`config.mk`:
```
export PLATFORM = sky130hd
export DESIGN_NAME = rr_grant_ctrl_16
export DESIGN_NICKNAME = d
export VERILOG_FILES = /design/src/rtl/arb_pkg.sv /design/src/rtl/decoder_4_16.sv /design/src/rtl/rr_grant_ctrl_16.sv
export SDC_FILE = /design/constraint.sdc
export NUM_CORES = 1
export LEC_CHECK = 0
export ABC_AREA = 1
export CORE_MARGIN = 2
export CORE_UTILIZATION = 30
export CTS_CLUSTER_SIZE = 12
export DETAILED_ROUTE_END_ITERATION = 8
export DONT_BUFFER_PORTS = 1
export PLACE_DENSITY = 0.51
export RECOVER_POWER = 50
export SYNTH_ARGS = -nofsm -noshare
export SYNTH_HDL_FRONTEND = slang
export SYNTH_SLANG_ARGS = --single-unit
```
`constraint.sdc`:
```
create_clock -name clk -period 3.5 [get_ports clk]
set_input_delay 0.875 -clock clk [delete_from_list [all_inputs] [get_ports clk]]
set_output_delay 0.875 -clock clk [all_outputs]
set_load 0.01 [all_outputs]
```
`src/rtl/arb_pkg.sv`:
```
// Shared types and the rotating-priority search used by the round-robin
// grant controller.
package arb_pkg;

  localparam int NUM_REQ = 16;
  localparam int IDX_W   = 4;

  typedef logic [NUM_REQ-1:0] req_vec_t;
  typedef logic [IDX_W-1:0]   idx_t;

  typedef enum logic {
    IDLE = 1'b0,
    BUSY = 1'b1
  } arb_state_t;

  typedef struct packed {
    logic valid;
    idx_t idx;
  } pick_t;

  // Offsets are scanned from the far end toward ptr, so the closest set bit wins.
  function automatic pick_t first_set_from(input req_vec_t req, input idx_t ptr);
    pick_t res;
    idx_t  cand;
    res.valid = 1'b0;
    res.idx   = ptr;
    for (int k = NUM_REQ - 1; k >= 0; k--) begin
      cand = ptr + idx_t'(k);
      if (req[cand]) begin
        res.valid = 1'b1;
        res.idx   = cand;
      end
    end
    return res;
  endfunction

endpackage

```
`src/rtl/decoder_4_16.sv`:
```
// 4-to-16 one-hot decoder with enable; output is all-zero when disabled.
module decoder_4_16
  import arb_pkg::*;
(
  input  logic [3:0]  idx,
  input  logic        en,
  output logic [15:0] onehot
);

  // One-hot expansion of idx, gated by en.
  always_comb begin
    onehot = 16'h0000;
    if (en) begin
      onehot[idx] = 1'b1;
    end else begin
      onehot = 16'h0000;
    end
  end

endmodule

```
`src/rtl/rr_grant_ctrl_16.sv`:
```
// Round-robin arbiter for 16 requesters sharing one select resource, with a
// hold timeout that preempts a long grant only when someone else is waiting.
module rr_grant_ctrl_16
  import arb_pkg::*;
#(
  parameter int MAX_HOLD = 8,
  parameter int CNT_W    = 4
) (
  input  logic        clk,
  input  logic        rst_n,
  input  logic        enable,
  input  logic [15:0] req,
  output logic [15:0] grant,
  output logic [3:0]  grant_idx,
  output logic        grant_valid,
  output logic        preempt
);

  localparam bit               HOLD_EN   = (MAX_HOLD != 0);
  localparam logic [CNT_W-1:0] HOLD_MAX  = CNT_W'(MAX_HOLD);
  localparam logic [CNT_W-1:0] HOLD_LAST = (MAX_HOLD == 0) ? {CNT_W{1'b0}} : CNT_W'(MAX_HOLD - 1);

  arb_state_t       state_q, state_d;
  idx_t             ptr_q, ptr_d;
  idx_t             idx_q, idx_d;
  logic [CNT_W-1:0] cnt_q, cnt_d;
  logic             preempt_q, preempt_d;
  logic             grant_valid_s;
  logic             others_s;
  pick_t            pick_s;
  req_vec_t         grant_s;

  // State and datapath registers.
  always_ff @(posedge clk or negedge rst_n) begin
    if (!rst_n) begin
      state_q   <= IDLE;
      ptr_q     <= 4'h0;
      idx_q     <= 4'h0;
      cnt_q     <= {CNT_W{1'b0}};
      preempt_q <= 1'b0;
    end else begin
      state_q   <= state_d;
      ptr_q     <= ptr_d;
      idx_q     <= idx_d;
      cnt_q     <= cnt_d;
      preempt_q <= preempt_d;
    end
  end

  // Next-state: grant the rotating winner, release on drop or on timeout.
  always_comb begin
    state_d   = state_q;
    ptr_d     = ptr_q;
    idx_d     = idx_q;
    cnt_d     = cnt_q;
    preempt_d = 1'b0;
    pick_s    = first_set_from(req, ptr_q);
    others_s  = |(req & ~grant_s);
    case (state_q)
      IDLE: begin
        if (enable && pick_s.valid) begin
          state_d = BUSY;
          idx_d   = pick_s.idx;
          cnt_d   = {CNT_W{1'b0}};
        end else begin
          state_d = IDLE;
        end
      end
      BUSY: begin
        // A dropped request wins over a simultaneous timeout: no preempt pulse.
        if (!req[idx_q]) begin
          state_d = IDLE;
          ptr_d   = idx_q + 4'h1;
          cnt_d   = {CNT_W{1'b0}};
        end else if (HOLD_EN && (cnt_q >= HOLD_LAST) && others_s) begin
          state_d   = IDLE;
          ptr_d     = idx_q + 4'h1;
          cnt_d     = {CNT_W{1'b0}};
          preempt_d = 1'b1;
        end else if (cnt_q < HOLD_MAX) begin
          cnt_d = cnt_q + CNT_W'(1);
        end else begin
          cnt_d = cnt_q;
        end
      end
      default: begin
        state_d = IDLE;
      end
    endcase
  end

  // Outputs derive only from registers.
  always_comb begin
    grant_valid_s = (state_q == BUSY);
  end

  decoder_4_16 u_dec (
    .idx    (idx_q),
    .en     (grant_valid_s),
    .onehot (grant_s)
  );

  assign grant       = grant_s;
  assign grant_idx   = idx_q;
  assign grant_valid = grant_valid_s;
  assign preempt     = preempt_q;

endmodule

```
Word level (Yosys, flattened, before mapping). Index checks and enable logic that the tools add are counted.

Bitwise gates (word level): 3. $add $sub $neg: 17. Magnitude comparators: 20. Multipliers: 0. Reductions and logical operators: 7. Div/mod/pow operators: 0. Eq/ne operators: 3. Muxes and demuxes: 67. Shift operators: 0.

Operators with widths (count): $lt 4x5->1 const B (17); $mux 5 (16); $bmux 1 s4 (17); $add 4x4->4 const B (8); $mux 1 (24); $mux 4 (6); $add 4x3->4 const B (4); $and 16x16->16 (1); $mux 16 (1); $not 16->16 (1); $reduce_or 16->1 (1); $add 4x1->4 const B (3); $add 4x2->4 const B (2); $pmux 4 s2 (1); $reduce_and 2->1 (3); $demux 1 s4 (1); $ge 4x1->1 const B (1); $ge 4x3->1 const B (1); $lt 4x4->1 const B (1); $ne 4x2->1 const B (1); $logic_and 1x1->1 (3); $ne 2x1->1 const B (1); $ne 2x2->1 const B (1); $pmux 1 s2 (1); $not 1->1 (1).

ROM bits: 0. Flip-flop bits (word level): 14. Output and inout bits: 22. Bits of input ports: 19. RAM bits: 0. Bits in latches: 0. Memories kept: 0.

Logic depth before layout (Yosys ltp).
Word-level depth: 22. Mapped depth: 31. Gate-level depth less buffers: 30.

Cells and area by module. A second synthesis with hierarchy kept.

Cells, all modules: 521. Area, all modules: 2730.1 um^2.

By module, submodules not included: rr_grant_ctrl_16 (instances 1, cells an instance 489, area an instance 2603.7 um^2); decoder_4_16 (instances 1, cells an instance 32, area an instance 126.4 um^2).

Least setup slack after synthesis. Ideal clock, no wire load.

Kind: register to register. Start: reg ptr_q[1]. End: reg idx_q[0] (netlist: grant_idx[0]). Path buffers: 2. Path slack: 0.752 ns. Stages on the path, launching flop included: 23. Data required time: 3.374 ns. Arrival time: 2.622 ns. Library setup time: 0.126 ns. Cell sequence: dfrtp_1 -> inv_1 -> buf_2 -> ha_1 -> inv_1 -> buf_2 -> nand3_1 -> nand3_1 -> o21ai_1 -> nand2_1 -> nand2_1 -> inv_2 -> a21oi_1 -> o21ai_1 -> nand2_1 -> nand2_1 -> a21oi_1 -> nor2_1 -> o21ai_1 -> nand2_1 -> xor2_1 -> nand2_1 -> o21ai_1.

Word-level cells in the longest chain between the ends: 21.

RTL lines: from (decl) (RTL line rr_grant_ctrl_16.sv:24) `idx_t ptr_q, ptr_d;`; from (signal assigned) (RTL line rr_grant_ctrl_16.sv:43) `ptr_q <= ptr_d;`; $add 4x4->4 (RTL line arb_pkg.sv:28) `cand = ptr + idx_t'(k);`; $bmux 1 s4 (RTL line arb_pkg.sv:29) `if (req[cand]) begin`; $mux 1 (not written as such) (RTL line arb_pkg.sv:29); $mux 5 (15 in a row) (RTL line arb_pkg.sv:29); $mux 5 (*) (RTL line arb_pkg.sv:29); $logic_and 1x1->1 (RTL line rr_grant_ctrl_16.sv:61) `if (enable && pick_s.valid) begin`; $reduce_and 2->1 (no line); to (signal assigned) (RTL line rr_grant_ctrl_16.sv:44) `idx_q <= idx_d;`; to (decl) (RTL line rr_grant_ctrl_16.sv:25) `idx_t idx_q, idx_d;`.

Every way passes the cells marked *; elsewhere a longest branch is shown, timed or not. The select of a mux whose other input is x is not followed. A chain may end at the register's enable or synchronous reset.

Worst setup path after layout.
Start: reg idx_q[1] (netlist: grant_idx[1]). End: reg cnt_q[0].

Word-level cells in the longest chain between the ends: 12.

RTL lines: $lt 4x5->1 (not written as such) or $ge 4x1->1 (tied branches) (RTL line decoder_4_16.sv:14) `onehot[idx] = 1'b1;`; $logic_and 1x1->1 (not written as such) (RTL line decoder_4_16.sv:14); $mux 1 (not written as such) (RTL line decoder_4_16.sv:14); $demux 1 s4 (*); $mux 16 (*) (RTL line decoder_4_16.sv:13) `if (en) begin`; via grant[0] (RTL line rr_grant_ctrl_16.sv:13) `output logic [15:0] grant,`; $not 16->16 (*) (RTL line rr_grant_ctrl_16.sv:58) `others_s = |(req & ~grant_s);`; $and 16x16->16 (*) (RTL line rr_grant_ctrl_16.sv:58); $reduce_or 16->1 (*) (RTL line rr_grant_ctrl_16.sv:58); $logic_and 1x1->1 (*) (RTL line rr_grant_ctrl_16.sv:75) `end else if (HOLD_EN && (cnt_q >= HOLD_LAST) && others_s) begin`; $mux 4 (RTL line rr_grant_ctrl_16.sv:75); $mux 4 (RTL line rr_grant_ctrl_16.sv:71) `if (!req[idx_q]) begin`; $pmux 4 s2 (RTL line rr_grant_ctrl_16.sv:59) `case (state_q)`; to (signal assigned) (RTL line rr_grant_ctrl_16.sv:39) `cnt_q <= {CNT_W{1'b0}};`; to (signal assigned) (RTL line rr_grant_ctrl_16.sv:45) `cnt_q <= cnt_d;`; to (decl) (RTL line rr_grant_ctrl_16.sv:26) `logic [CNT_W-1:0] cnt_q, cnt_d;`.

Mark *: on every way through the listed nets, which the timed path passes. The rest lies on a longest branch. The select of a mux whose other input is x is not followed.

==> impl_results.md <==
- Largest net degree at the start of global routing: 23
- Register area share after synthesis: 12.9%
- Register bit total from synthesis: 14
- Max Clock Skew: 0.00232 ns
- Fmax: roughly 0.33 GHz
- CP required: between 3 and 4 ns
- Core ar.: between 8000 and 9000 um2
- Post-synthesis cell count: 516
- DIE WIDTH: 99.3 um
- Fin Setup TNS: 0 ns
- Overflow after GRT: 0
- Starting Density: between 30% and 40%
- Final period util: a little under 90%
- Uppermost layer routed: met4
- Area share of the largest cell type after synthesis: between 20% and 30%
- Largest cells by area after synthesis: nand2_1 25%, dfrtp_1 13%, nand3_1 12%
- I/O pin cnt: 41
- RSZ-0062 raised after global routing: false
- Cell taking the most area after synthesis: nand2_1
- Post-CTS Setup Inserts: 0
- Initial antenna violation count: 0
- Met3 WL: 707 um
- Arrival @ worst endpoint: about 3.2 ns
- Commonest cells in the netlist: 180 x nand2_1, 64 x nand3_1, 58 x inv_1
- Max FO, Critical Path: 8
- Num CTS Buffers: 3
- Critical path class: flop to flop
- Minimum clock period: between 3 and 4 ns
- Vias in the first global route: ~3.0k
- Final core occ: 32.8%
- Count leader, synth: nand2_1
- Syn_nets: roughly 550
- Max_slew headroom: 69.9%
- Residual DRC: 0
- Final setup vio count: 0
- Number of diodes: 0
- Post-DRT Antenna Nets: 0
- Post-CTS Resized: 0
- Synth warn: 0
- Final worst slack: ~0.47 ns
- Hold buffers post-CTS: 0
- Status: completed
- Die Ht: a little under 100 um
- Ys async rst share: 100%
- DR vias: approximately 3.3k
- Dpl cell area: around 2800 um2
- First-pass GRT wire length: between 15000 and 20000 um
- Average wire per standard cell: 14.8 um
- Pre-CTS WS: 0.500 ns
- DP Wirelength: roughly 7400 um
- Reg clk slew, reported paths: roughly 0.06 ns
- MaxCap Viol Count: 0
- Crit start category: flop
- Design area: 2880 um2
- Synthesis-to-finish area growth: 5.65%
- Synth unique cells: 33
- Layout cells sized above 1: under 10%
- DR pass1 iterations: 5
- Fin. Hold Viols: 0
- Met1 WL: 4180 um
- CTS H-tree lvls: 1
- Number of nets in the layout: between 500 and 600
- Dominant synthesized flop cell: dfrtp_1
- Via density: between 5 and 6
- Sink Count: 14
- Root buffer cell: clkbuf_8
- Initial DRC Count: ~230
- Port Buffers: 0
- CTS max path bufs: 2
- Die area: between 9000 and 10000 um2
- Avg Inst Size Synth: about 5.3 um2
- Clk_lat worst skew: ~0.24 ns
- Routed WL: roughly 9200 um
- CTS tree: done
- Setup crit end kind: flop
- Max-slew violations: 0
- Final Wtd Congestion: approximately 0.94
- Worst-Margin Slew: about 0.45 ns
- Number of synthesized flops with an enable pin: 0
- Row count: 34
- Overall routing resource usage: 18.8%
- Synth Cell Area: approximately 2700 um2
- DR WL met2: 4230 um
- Hold Path Class: input port to async pin
==> layer usage <==
metal | global-route usage [%] | up-vias
met1 | 26.4 | 1466
met4 | 3.69 | 0
li1 | - | 1652
met3 | 2.18 | 12
met2 | 31.3 | 120
met5 | 0 | -
==> metrics by stage <==
step           cells  hold WS (ns)
4_1_cts          622         0.316
6_report         622         0.323
3_3_place_gp     618         0.501
3_5_place_dp     618         0.510
2_1_floorplan    516         0.479
5_1_grt          622         0.313
==> sequential cells by signal, summed over array words and instances, names as in the netlist <==
signal,cells
cnt_q,4
preempt,1
grant_idx,4
grant_valid,1
ptr_q,4
==> layout make-up <==
type                       instances  area (um2)
sequential                        14         350
multi-input combinational        414        1990
fill                            1018        5890
tap                              108         135
inverter                          72         270
timing repair buffer              10        75.1
clock buffer                       4        55.1
==> critical path: stages (launching register included) <==
cell and delay [ns]:
dfrtp_1 0.51, inv_1 0.29, ha_1 0.20, nand2_1 0.14
nor2_1 0.31, o22ai_1 0.12, or3_1 0.39, o41ai_2 0.35
nand2_1 0.14, nor2_2 0.18, inv_1 0.08, o21ai_1 0.12
o21a_1 0.13
==> cell families (layout without fill, tap and decap cells) <==
logic type	after synthesis	in the layout	synth area share, %
simple gates	301	301	46.0
compound gates	92	92	18.3
buf+inv	88	86	13.9
flops	14	14	12.9
fa+ha+maj	12	12	5.51
xor+xnor	9	9	3.45
==> cells in the final DEF, fill, tap and decap left out, types with 3 or more instances in the layout <==
master and n:
nand2_1 180, nand3_1 64, inv_1 58, nor2_1 40, a21oi_1 34, o21ai_0 32
o21ai_1 14, dfrtp_1 14, inv_2 13, ha_1 12, buf_4 10, xor2_1 5
nor2_2 4, nand4_1 4, clkbuf_8 4, o22ai_1 3, nor3_1 3, nand2_2 3
==> worst paths after layout <==
| check | start | end | slack [ns] | cells after the start |
|---|---|---|---|---|
| max | grant_idx[1]$_DFFE_PN0P_ | cnt_q[0]$_DFFE_PN0P_ | 0.47 | 12 |
| min | rst_n | cnt_q[3]$_DFFE_PN0P_ | 0.32 | 0 |
| max reg2reg | grant_idx[1]$_DFFE_PN0P_ | cnt_q[0]$_DFFE_PN0P_ | 0.47 | 12 |
| min reg2reg | cnt_q[1]$_DFFE_PN0P_ | cnt_q[1]$_DFFE_PN0P_ | 0.52 | 2 |
| max in group asynchronous | rst_n | grant_idx[2]$_DFFE_PN0P_ | 3.11 | 0 |
| min in group clk | cnt_q[1]$_DFFE_PN0P_ | cnt_q[1]$_DFFE_PN0P_ | 0.52 | 2 |
Power is left out: the tool's default activity adds up to more than one toggle a clock period on the data nets, which glitch-free logic cannot reach.
